<file path="src/rtl/cache_mem_arbiter.sv">
// Shares one word-wide memory port between icache/dcache refill reads and a
// one-entry dcache victim write buffer. Lines are moved as four single-word
// memory transactions; read data is forwarded to the owning cache per beat.
module cache_mem_arbiter (
  input  logic         clk_g,
  input  logic         reset,
  input  logic         i_rd_req,
  input  logic [2:0]   i_rd_type,
  input  logic [31:0]  i_rd_addr,
  output logic         i_rd_rdy,
  output logic         i_ret_valid,
  output logic         i_ret_last,
  output logic [31:0]  i_ret_data,
  input  logic         d_rd_req,
  input  logic [2:0]   d_rd_type,
  input  logic [31:0]  d_rd_addr,
  output logic         d_rd_rdy,
  output logic         d_ret_valid,
  output logic         d_ret_last,
  output logic [31:0]  d_ret_data,
  input  logic         d_wr_req,
  input  logic [2:0]   d_wr_type,
  input  logic [31:0]  d_wr_addr,
  input  logic [3:0]   d_wr_wstrb,
  input  logic [127:0] d_wr_data,
  output logic         d_wr_rdy,
  output logic         mem_req,
  output logic         mem_wr,
  output logic [1:0]   mem_size,
  output logic [31:0]  mem_addr,
  output logic [3:0]   mem_wstrb,
  output logic [31:0]  mem_wdata,
  input  logic         mem_addr_ok,
  input  logic         mem_data_ok,
  input  logic [31:0]  mem_rdata
);

  typedef enum logic [2:0] {S_IDLE, S_RD_ADDR, S_RD_DATA, S_WR_ADDR, S_WR_DATA} state_e;
  typedef enum logic {OWN_I, OWN_D} owner_e;

  state_e       state_q, state_d;
  owner_e       owner_q, owner_d;
  owner_e       last_grant_q, last_grant_d;
  logic [2:0]   type_q, type_d;
  logic [31:0]  addr_q, addr_d;
  logic [1:0]   beat_q, beat_d;

  logic         wb_valid_q;
  logic [31:0]  wb_addr_q;
  logic [2:0]   wb_type_q;
  logic [3:0]   wb_wstrb_q;
  logic [127:0] wb_data_q;

  logic wb_capture, wb_drain_done;
  logic i_elig, d_elig, i_hit, d_hit;
  logic rd_line, rd_last, wr_line, wr_last, rd_beat_done;

  // A read hits the buffer if it targets the buffered line, or the line being
  // captured this very cycle (so it cannot slip past its own write-back).
  always_comb begin
    wb_capture = d_wr_req & ~wb_valid_q;
    i_hit = (wb_valid_q & (i_rd_addr[31:4] == wb_addr_q[31:4])) |
            (wb_capture & (i_rd_addr[31:4] == d_wr_addr[31:4]));
    d_hit = (wb_valid_q & (d_rd_addr[31:4] == wb_addr_q[31:4])) |
            (wb_capture & (d_rd_addr[31:4] == d_wr_addr[31:4]));
    i_elig  = i_rd_req & ~i_hit;
    d_elig  = d_rd_req & ~d_hit;
    rd_line = (type_q == 3'b100);
    rd_last = ~rd_line | (beat_q == 2'd3);
    wr_line = (wb_type_q == 3'b100);
    wr_last = ~wr_line | (beat_q == 2'd3);
  end

  // Next-state, arbitration and grant handshake.
  always_comb begin
    state_d       = state_q;
    owner_d       = owner_q;
    last_grant_d  = last_grant_q;
    type_d        = type_q;
    addr_d        = addr_q;
    beat_d        = beat_q;
    i_rd_rdy      = 1'b0;
    d_rd_rdy      = 1'b0;
    wb_drain_done = 1'b0;
    case (state_q)
      S_IDLE: begin
        if (d_elig & (~i_elig | (last_grant_q == OWN_I))) begin
          d_rd_rdy     = 1'b1;
          owner_d      = OWN_D;
          last_grant_d = OWN_D;
          type_d       = d_rd_type;
          addr_d       = d_rd_addr;
          beat_d       = 2'd0;
          state_d      = S_RD_ADDR;
        end else if (i_elig) begin
          i_rd_rdy     = 1'b1;
          owner_d      = OWN_I;
          last_grant_d = OWN_I;
          type_d       = i_rd_type;
          addr_d       = i_rd_addr;
          beat_d       = 2'd0;
          state_d      = S_RD_ADDR;
        end else if (wb_valid_q) begin
          beat_d  = 2'd0;
          state_d = S_WR_ADDR;
        end
      end
      S_RD_ADDR: if (mem_addr_ok) state_d = S_RD_DATA;
      S_RD_DATA: begin
        if (mem_data_ok) begin
          if (rd_last) state_d = S_IDLE;
          else begin
            beat_d  = beat_q + 2'd1;
            state_d = S_RD_ADDR;
          end
        end
      end
      S_WR_ADDR: if (mem_addr_ok) state_d = S_WR_DATA;
      S_WR_DATA: begin
        if (mem_data_ok) begin
          if (wr_last) begin
            wb_drain_done = 1'b1;
            state_d       = S_IDLE;
          end else begin
            beat_d  = beat_q + 2'd1;
            state_d = S_WR_ADDR;
          end
        end
      end
      default: state_d = S_IDLE;
    endcase
  end

  // Memory-port and return-path outputs decoded from the current state.
  always_comb begin
    mem_req      = 1'b0;
    mem_wr       = 1'b0;
    mem_size     = 2'd0;
    mem_addr     = '0;
    mem_wstrb    = '0;
    mem_wdata    = '0;
    rd_beat_done = (state_q == S_RD_DATA) & mem_data_ok;
    if (state_q == S_RD_ADDR) begin
      mem_req  = 1'b1;
      mem_size = rd_line ? 2'd2 : type_q[1:0];
      mem_addr = rd_line ? {addr_q[31:4], beat_q, 2'b00} : addr_q;
    end else if (state_q == S_WR_ADDR) begin
      mem_req   = 1'b1;
      mem_wr    = 1'b1;
      mem_size  = 2'd2;
      mem_addr  = wr_line ? {wb_addr_q[31:4], beat_q, 2'b00} : wb_addr_q;
      mem_wstrb = wb_wstrb_q;
      mem_wdata = wb_data_q[{beat_q, 5'b00000} +: 32];
    end
    i_ret_valid = rd_beat_done & (owner_q == OWN_I);
    d_ret_valid = rd_beat_done & (owner_q == OWN_D);
    i_ret_last  = i_ret_valid & rd_last;
    d_ret_last  = d_ret_valid & rd_last;
    i_ret_data  = i_ret_valid ? mem_rdata : '0;
    d_ret_data  = d_ret_valid ? mem_rdata : '0;
    d_wr_rdy    = ~wb_valid_q;
  end

  // Main FSM registers.
  always_ff @(posedge clk_g or posedge reset) begin
    if (reset) begin
      state_q      <= S_IDLE;
      owner_q      <= OWN_I;
      last_grant_q <= OWN_I;
      type_q       <= '0;
      addr_q       <= '0;
      beat_q       <= '0;
    end else begin
      state_q      <= state_d;
      owner_q      <= owner_d;
      last_grant_q <= last_grant_d;
      type_q       <= type_d;
      addr_q       <= addr_d;
      beat_q       <= beat_d;
    end
  end

  // One-entry victim write buffer: filled on handshake, emptied by the drain.
  always_ff @(posedge clk_g or posedge reset) begin
    if (reset) begin
      wb_valid_q <= 1'b0;
      wb_addr_q  <= '0;
      wb_type_q  <= '0;
      wb_wstrb_q <= '0;
      wb_data_q  <= '0;
    end else if (wb_capture) begin
      wb_valid_q <= 1'b1;
      wb_addr_q  <= d_wr_addr;
      wb_type_q  <= d_wr_type;
      wb_wstrb_q <= d_wr_wstrb;
      wb_data_q  <= d_wr_data;
    end else if (wb_drain_done) begin
      wb_valid_q <= 1'b0;
    end
  end

endmodule

</file>
<file path="config.mk">
export PLATFORM = sky130hd
export DESIGN_NAME = cache_mem_arbiter
export DESIGN_NICKNAME = d
export VERILOG_FILES = /design/src/rtl/cache_mem_arbiter.sv
export SDC_FILE = /design/constraint.sdc
export NUM_CORES = 1
export LEC_CHECK = 0
export BUFFER_PORTS_ARGS = -buffer_cell sky130_fd_sc_hd__buf_4
export CORE_ASPECT_RATIO = 1.25
export CORE_MARGIN = 5
export CORE_UTILIZATION = 25
export CTS_CLUSTER_DIAMETER = 40
export CTS_CLUSTER_SIZE = 16
export DETAILED_ROUTE_END_ITERATION = 10
export SLEW_MARGIN = 20
export SYNTH_ARGS = -nofsm -noshare
export SYNTH_HDL_FRONTEND = slang
export SYNTH_SLANG_ARGS = --single-unit
export TNS_END_PERCENT = 100
</file>
<file path="constraint.sdc">
create_clock -name clk_g -period 17.9 [get_ports clk_g]
set_clock_uncertainty 0.2 [all_clocks]
set_input_delay 3.58 -clock clk_g [delete_from_list [all_inputs] [get_ports clk_g]]
set_output_delay 3.58 -clock clk_g [all_outputs]
set_load 0.005 [all_outputs]
</file>
=== Word-level counts from Yosys, hierarchy flattened ===
Cells that the tools add are included.

* Bits in read-only memories: 0
* Output and inout bits: 143
* Memories: 0
* Flip-flop bits (word level): 209
* Bits in latches: 0
* Word-level logic and storage cells: 112
* Input port bits: 276
* RAM bits: 0

* Magnitude comparators: 0
* Reductions and logical operators: 7
* $mul: 0
* Shift operators: 1
* Divide/modulo/power cells: 0
* Equal/unequal tests: 18
* Bitwise logic cells: 25
* $add $sub $neg: 1
* Muxes and demuxes: 50

{| class="wikitable"
|+ Operators with widths
! cell !! count
|-
| two-way mux 32 bit || 8
|-
| indexed part select 128 x 8 -> 32 bit || 1
|-
| equality test 28 bit || 4
|-
| two-way mux 3 bit || 9
|-
| two-way mux 2 bit || 11
|-
| two-way mux 1 bit || 16
|-
| two-way mux 4 bit || 4
|-
| one-hot mux 3 bit (5 select lines) || 1
|-
| bitwise AND 1 bit || 13
|-
| != test 2 bit, second input constant || 6
|-
| equality test 3 bit, second input constant || 3
|-
| inverter 1 bit || 7
|-
| equality test 3 x 2 -> 1 bit, second input constant || 2
|-
| one-hot mux 2 bit (3 select lines) || 1
|-
| AND reduction 6 bit || 1
|-
| OR 1 bit || 5
|-
| AND reduction 5 bit || 1
|-
| != test 4 bit, second input constant || 1
|-
| nonzero test 2 bit || 2
|-
| equality test 3 x 1 -> 1 bit, second input constant || 1
|-
| logical NOT 3 bit || 1
|-
| nonzero test 3 bit || 1
|-
| adder 2 x 1 -> 2 bit, second input constant || 1
|-
| equality test 2 bit, second input constant || 1
|-
| AND reduction 2 bit || 1
|}

=== Logic depth before layout (Yosys ltp) ===
* Depth in word-level cells: 11
* Gate-level depth with buffers: 10
* Gate-level depth less buffers: 7

=== Least setup slack after synthesis ===
Ideal clock, no wire load.

* Path kind: input port to output port
* Start point: input port i_rd_addr[27]
* End point: output port i_rd_rdy
* Data required time: 14.120 ns
* Path buffers: 1
* Slack: 9.186 ns
* Cell stages on the path: 7
* Arrival: 4.934 ns
* Cells stage by stage: xor2_1 > nor4_1 > nand3_1 > o41ai_4 > o311ai_4 > buf_6 > nor3b_1

* Longest elaborated chain between the ends: 10
* Elaborated cells on any way between the ends: 13
* Those cells by class: eq/ne: 2; mux: 3; bitwise: 8

{| class="wikitable"
|+ RTL lines
! element !! line !! text
|-
| start, declared || 9 || <nowiki>input logic [31:0] i_rd_addr,</nowiki>
|-
| equality test 28 bit, on equally long branches || 62, 63 ||
|-
| bitwise AND 1 bit, on equally long branches || 62, 63 ||
|-
| OR 1 bit (*) || 62 || <nowiki>i_hit = (wb_valid_q & (i_rd_addr[31:4] == wb_addr_q[31:4])) |</nowiki>
|-
| inverter 1 bit (*) || 66 || <nowiki>i_elig = i_rd_req & ~i_hit;</nowiki>
|-
| bitwise AND 1 bit (*) || 66 ||
|-
| inverter 1 bit || 87 || <nowiki>if (d_elig & (~i_elig | (last_grant_q == OWN_I))) begin</nowiki>
|-
| OR 1 bit || 87 ||
|-
| bitwise AND 1 bit || 87 ||
|-
| two-way mux 1 bit (*) || 87 ||
|-
| two-way mux 1 bit (*) || 85 || <nowiki>case (state_q)</nowiki>
|-
| end, declared || 10 || <nowiki>output logic i_rd_rdy,</nowiki>
|}

Every way passes the cells marked *; elsewhere a longest branch is shown, timed or not.

=== Worst setup path in the final report ===
* Start point: input port d_wr_req
* End point: output port i_rd_rdy

* Longest elaborated chain between the ends: 10
* Elaborated cells on any way between the ends: 15
* Those cells by class: mux: 3; bitwise: 12

{| class="wikitable"
|+ RTL lines
! element !! line !! text
|-
| start, declared || 21 || <nowiki>input logic d_wr_req,</nowiki>
|-
| bitwise AND 1 bit (*) || 61 || <nowiki>wb_capture = d_wr_req & ~wb_valid_q;</nowiki>
|-
| bitwise AND 1 bit || 63 || <nowiki>(wb_capture & (i_rd_addr[31:4] == d_wr_addr[31:4]));</nowiki>
|-
| OR 1 bit || 62 ||
|-
| inverter 1 bit || 66 ||
|-
| bitwise AND 1 bit || 66 ||
|-
| inverter 1 bit || 87 ||
|-
| OR 1 bit || 87 ||
|-
| bitwise AND 1 bit || 87 ||
|-
| two-way mux 1 bit (*) || 87 ||
|-
| two-way mux 1 bit (*) || 85 ||
|}

Marked as above.

==> results.md <==
- Vias in the first global route: 11,238
- CTS root buf: clkbuf_16
- Drt total wl: 46.5 mm
- LEAKAGE: 8.81 nW
- Count of final max-slew check failures: 0
- Max-cap violations: 0
- Post-CTS resize count: 0
- Clock Pin Slew Worst Setup and Hold Paths: 0.05 ns
- Status: finished, final reports clean
- CTS tree: yes
- I/O Buffers: 418
- Largest net degree at the start of global routing: 92
- Setup violators final: 0
- Clock Sinks: 209
- Startpoint type of the worst setup path: input port
- IO Pins: 419
- Sequential fraction of the synthesis area: 43.7%
- Die Area: 52,400 sq um
- Synthesis warning total: 0
- Fill count: 4,829
- Core area: 47,300 sq um
- Setup CP Type: input port to primary output
- Yosys top cell area share: 43.7%
- Worst skew pair latency: 0.55 ns
- # hold bufs at CTS: 0
- RSZ-0062 raised after global routing: no
- Mean Syn Cell Area: 9.36 sq um
- Max Fclk: 101 MHz
- Crit Path Max Fanout: 91
- Relative slew slack: 26.2%
- Cell repeated most along the worst path: buf_4
- CTS Buf Count: 43
- Worst setup EP type: primary output
- Gr usage total: 17.2%
- Cell Pwr Density: 160 nW/um^2
- CP arrival: 6.12 ns
- Overall power: 0.00276 W
- Number of synthesized flops with an enable pin: 0
- Global-route wire length before repair: 69.0 mm
- Syn Nets: 1,556
- Slew @ Worst Pin: 1.10 ns
- Final hold violations: 0
- Ranking of synthesized cells by area: dfrtp_1 44%, nand2_1 16%, mux2_4 8.7%
- Post-synth ARST share: 100%
- Num rows: 89
- CP Cell Sequence: buf_4 -> nand2b_4 -> buf_4 -> nor2_1 -> nand4_1 -> nor2_1 -> o311ai_4 -> nor3b_1 -> buf_4
- Seq. cell area: 5240 sq um
- CTS H-tree depth: 2
- Vias per cell: 4.48
- Via count: 10,510
- Layout area overhead: 43.5%
- Overflow after GRT: 0
- Worst hold slack: 0.264 ns
- Initial antenna violation count: 2
- Ant diodes: 0
- Worst Hold Class: register to register
- Top_reg_cell synth: dfrtp_1
- Yosys cell types: 46
- Maximum clock insertion buffer count: 3
- Routed Antenna Nets: 0
- DR WL/cell: 19.8 microns
- Die Width: 206 microns
- VDD IR max: 80.4 uV
- Initial Util: 25.3%
- Die height: 255 microns
- DRC violation count after routing: 0
- Dpl cells: 2,270
- Nets@finish: 1,955
- Slowest Stage Delay on Critical Path: 0.89 ns
- Share of cells above drive strength 1: 36.4%
- Post-Layout Cell Count: 2,347
- Commonest non-fill, non-tap cell in the layout: nand2_1
- Cell Area, Synth: 12,000 sq um
- Dominant cell type by area after synthesis: dfrtp_1
- Period utilization: 55.3%
- # Post-CTS Setup Buffers: 0
- Multi-input logic area: 6390 sq um
- Post-layout util: 36.3%
- Period minus WS final: 9.90 ns
- Most frequent cells in the layout: 514 x nand2_1, 433 x buf_4, 206 x dfrtp_1
- Mapped Cells: 1,279
- Worst endpoint required time: 14.12 ns
- Detailed Route Iter0 Violations: 496
- Seq cells post-synth: 209
- DP HPWL: 34.2 mm
- DRT Pass-1 Iters: 5
- GP Congestion: 0.934
- Slowest CP cell: o311ai_4
- TNS Setup: 0 ns
## logic make-up after synthesis
| kind of cell | after synthesis | share of synthesized area (%) |
|---|---|---|
| buffers and inverters | 85 | 3.15 |
| muxes | 130 | 17.1 |
| and+or+nand+nor | 717 | 25.8 |
| xor gates and xnor gates | 112 | 8.20 |
| AOI/OAI and AO/OA | 25 | 1.92 |
| DFF | 209 | 43.7 |
| adders and majority gates | 1 | 0.105 |
## metrics by stage
step | cell area (sq um) | setup WS [ns]
2_1_floorplan | 12000 | 8.41
3_3_place_gp | 15700 | 7.92
3_5_place_dp | 15700 | 7.93
4_1_cts | 17200 | 7.93
5_1_grt | 17200 | 7.72
6_report | 17200 | 8.00
## layout make-up
| class | count | area share, % |
|---|---|---|
| repair buffers | 433 | 18.9 |
| flip-flops and latches | 209 | 30.5 |
| multi-input cells | 985 | 37.2 |
| clock inverters | 20 | 1.37 |
| inverters | 6 | 0.175 |
| well taps | 637 | 4.64 |
| clock buffers | 57 | 7.22 |
## synth_stat cells (all sizes together), types with 2 or more instances
| cell | instances |
|---|---|
| and2 | 66 |
| a211oi | 3 |
| xnor2 | 54 |
| or2 | 2 |
| nor2b | 3 |
| o21ai | 2 |
| a21oi | 4 |
| o22ai | 2 |
| a31oi | 2 |
| mux2 | 70 |
| nand3 | 4 |
| nor3 | 5 |
| a21o | 2 |
| mux2i | 28 |
| nor2 | 42 |
| buf | 16 |
| clkbuf | 63 |
| xor2 | 58 |
| a311oi | 2 |
| and3 | 37 |
| nor4 | 16 |
| dfrtp | 209 |
| nor3b | 3 |
| mux4 | 32 |
| nand4 | 16 |
| nand2 | 514 |
| inv | 6 |
| nand2b | 7 |
## path summary, 6_finish.rpt
kind / from / endpoint / slack, ns / depth (start not counted)
max in group asynchronous: reset / wb_wstrb_q[3]$_DFFE_PP0P_ / 12.45 / 4
min: wb_data_q[87]$_DFFE_PP0P_ / wb_data_q[87]$_DFFE_PP0P_ / 0.26 / 2
max: d_wr_req / i_rd_rdy / 8.00 / 9
min in group asynchronous: reset / wb_addr_q[1]$_DFFE_PP0P_ / 2.91 / 2
min reg2reg: wb_data_q[87]$_DFFE_PP0P_ / wb_data_q[87]$_DFFE_PP0P_ / 0.26 / 2
max reg2reg: wb_valid_q$_DFFE_PP0P_ / addr_q[7]$_DFFE_PP0P_ / 13.75 / 9
## layer usage
layer / part of all wire (%) / GRT usage [%] / vias up
met5: 0.073 / 0 / -
met4: 3.4 / 6.15 / 4
met3: 7.2 / 4.55 / 90
met2: 49 / 28.7 / 390
met1: 41 / 21.3 / 5059
li1: - / - / 4967
## flip-flops by register name, summed over array words and instances (netlist names)
signal,flops
wb_data_q,128
addr_q,32
wb_addr_q,32
wb_wstrb_q,4
state_q,3
type_q,3
wb_type_q,3
beat_q,2
last_grant_q,1
wb_valid_q,1
## power breakdown
part | total [W] | switching, W | leakage, nW | internal, W
Sequential | 0.000866 | 0.000166 | 2.58 | 0.000700
Clock | 0.000811 | 0.000269 | 0.716 | 0.000542
Combinational | 0.00108 | 0.000543 | 5.52 | 0.000538
## worst max-delay path, delay by kind of cell
kind | cells | cell delay, ns
compound gates | 1 | 0.89
buf+inv | 3 | 0.93
simple gates | 5 | 0.69
Note: power is estimated with default switching activity, not from simulation.
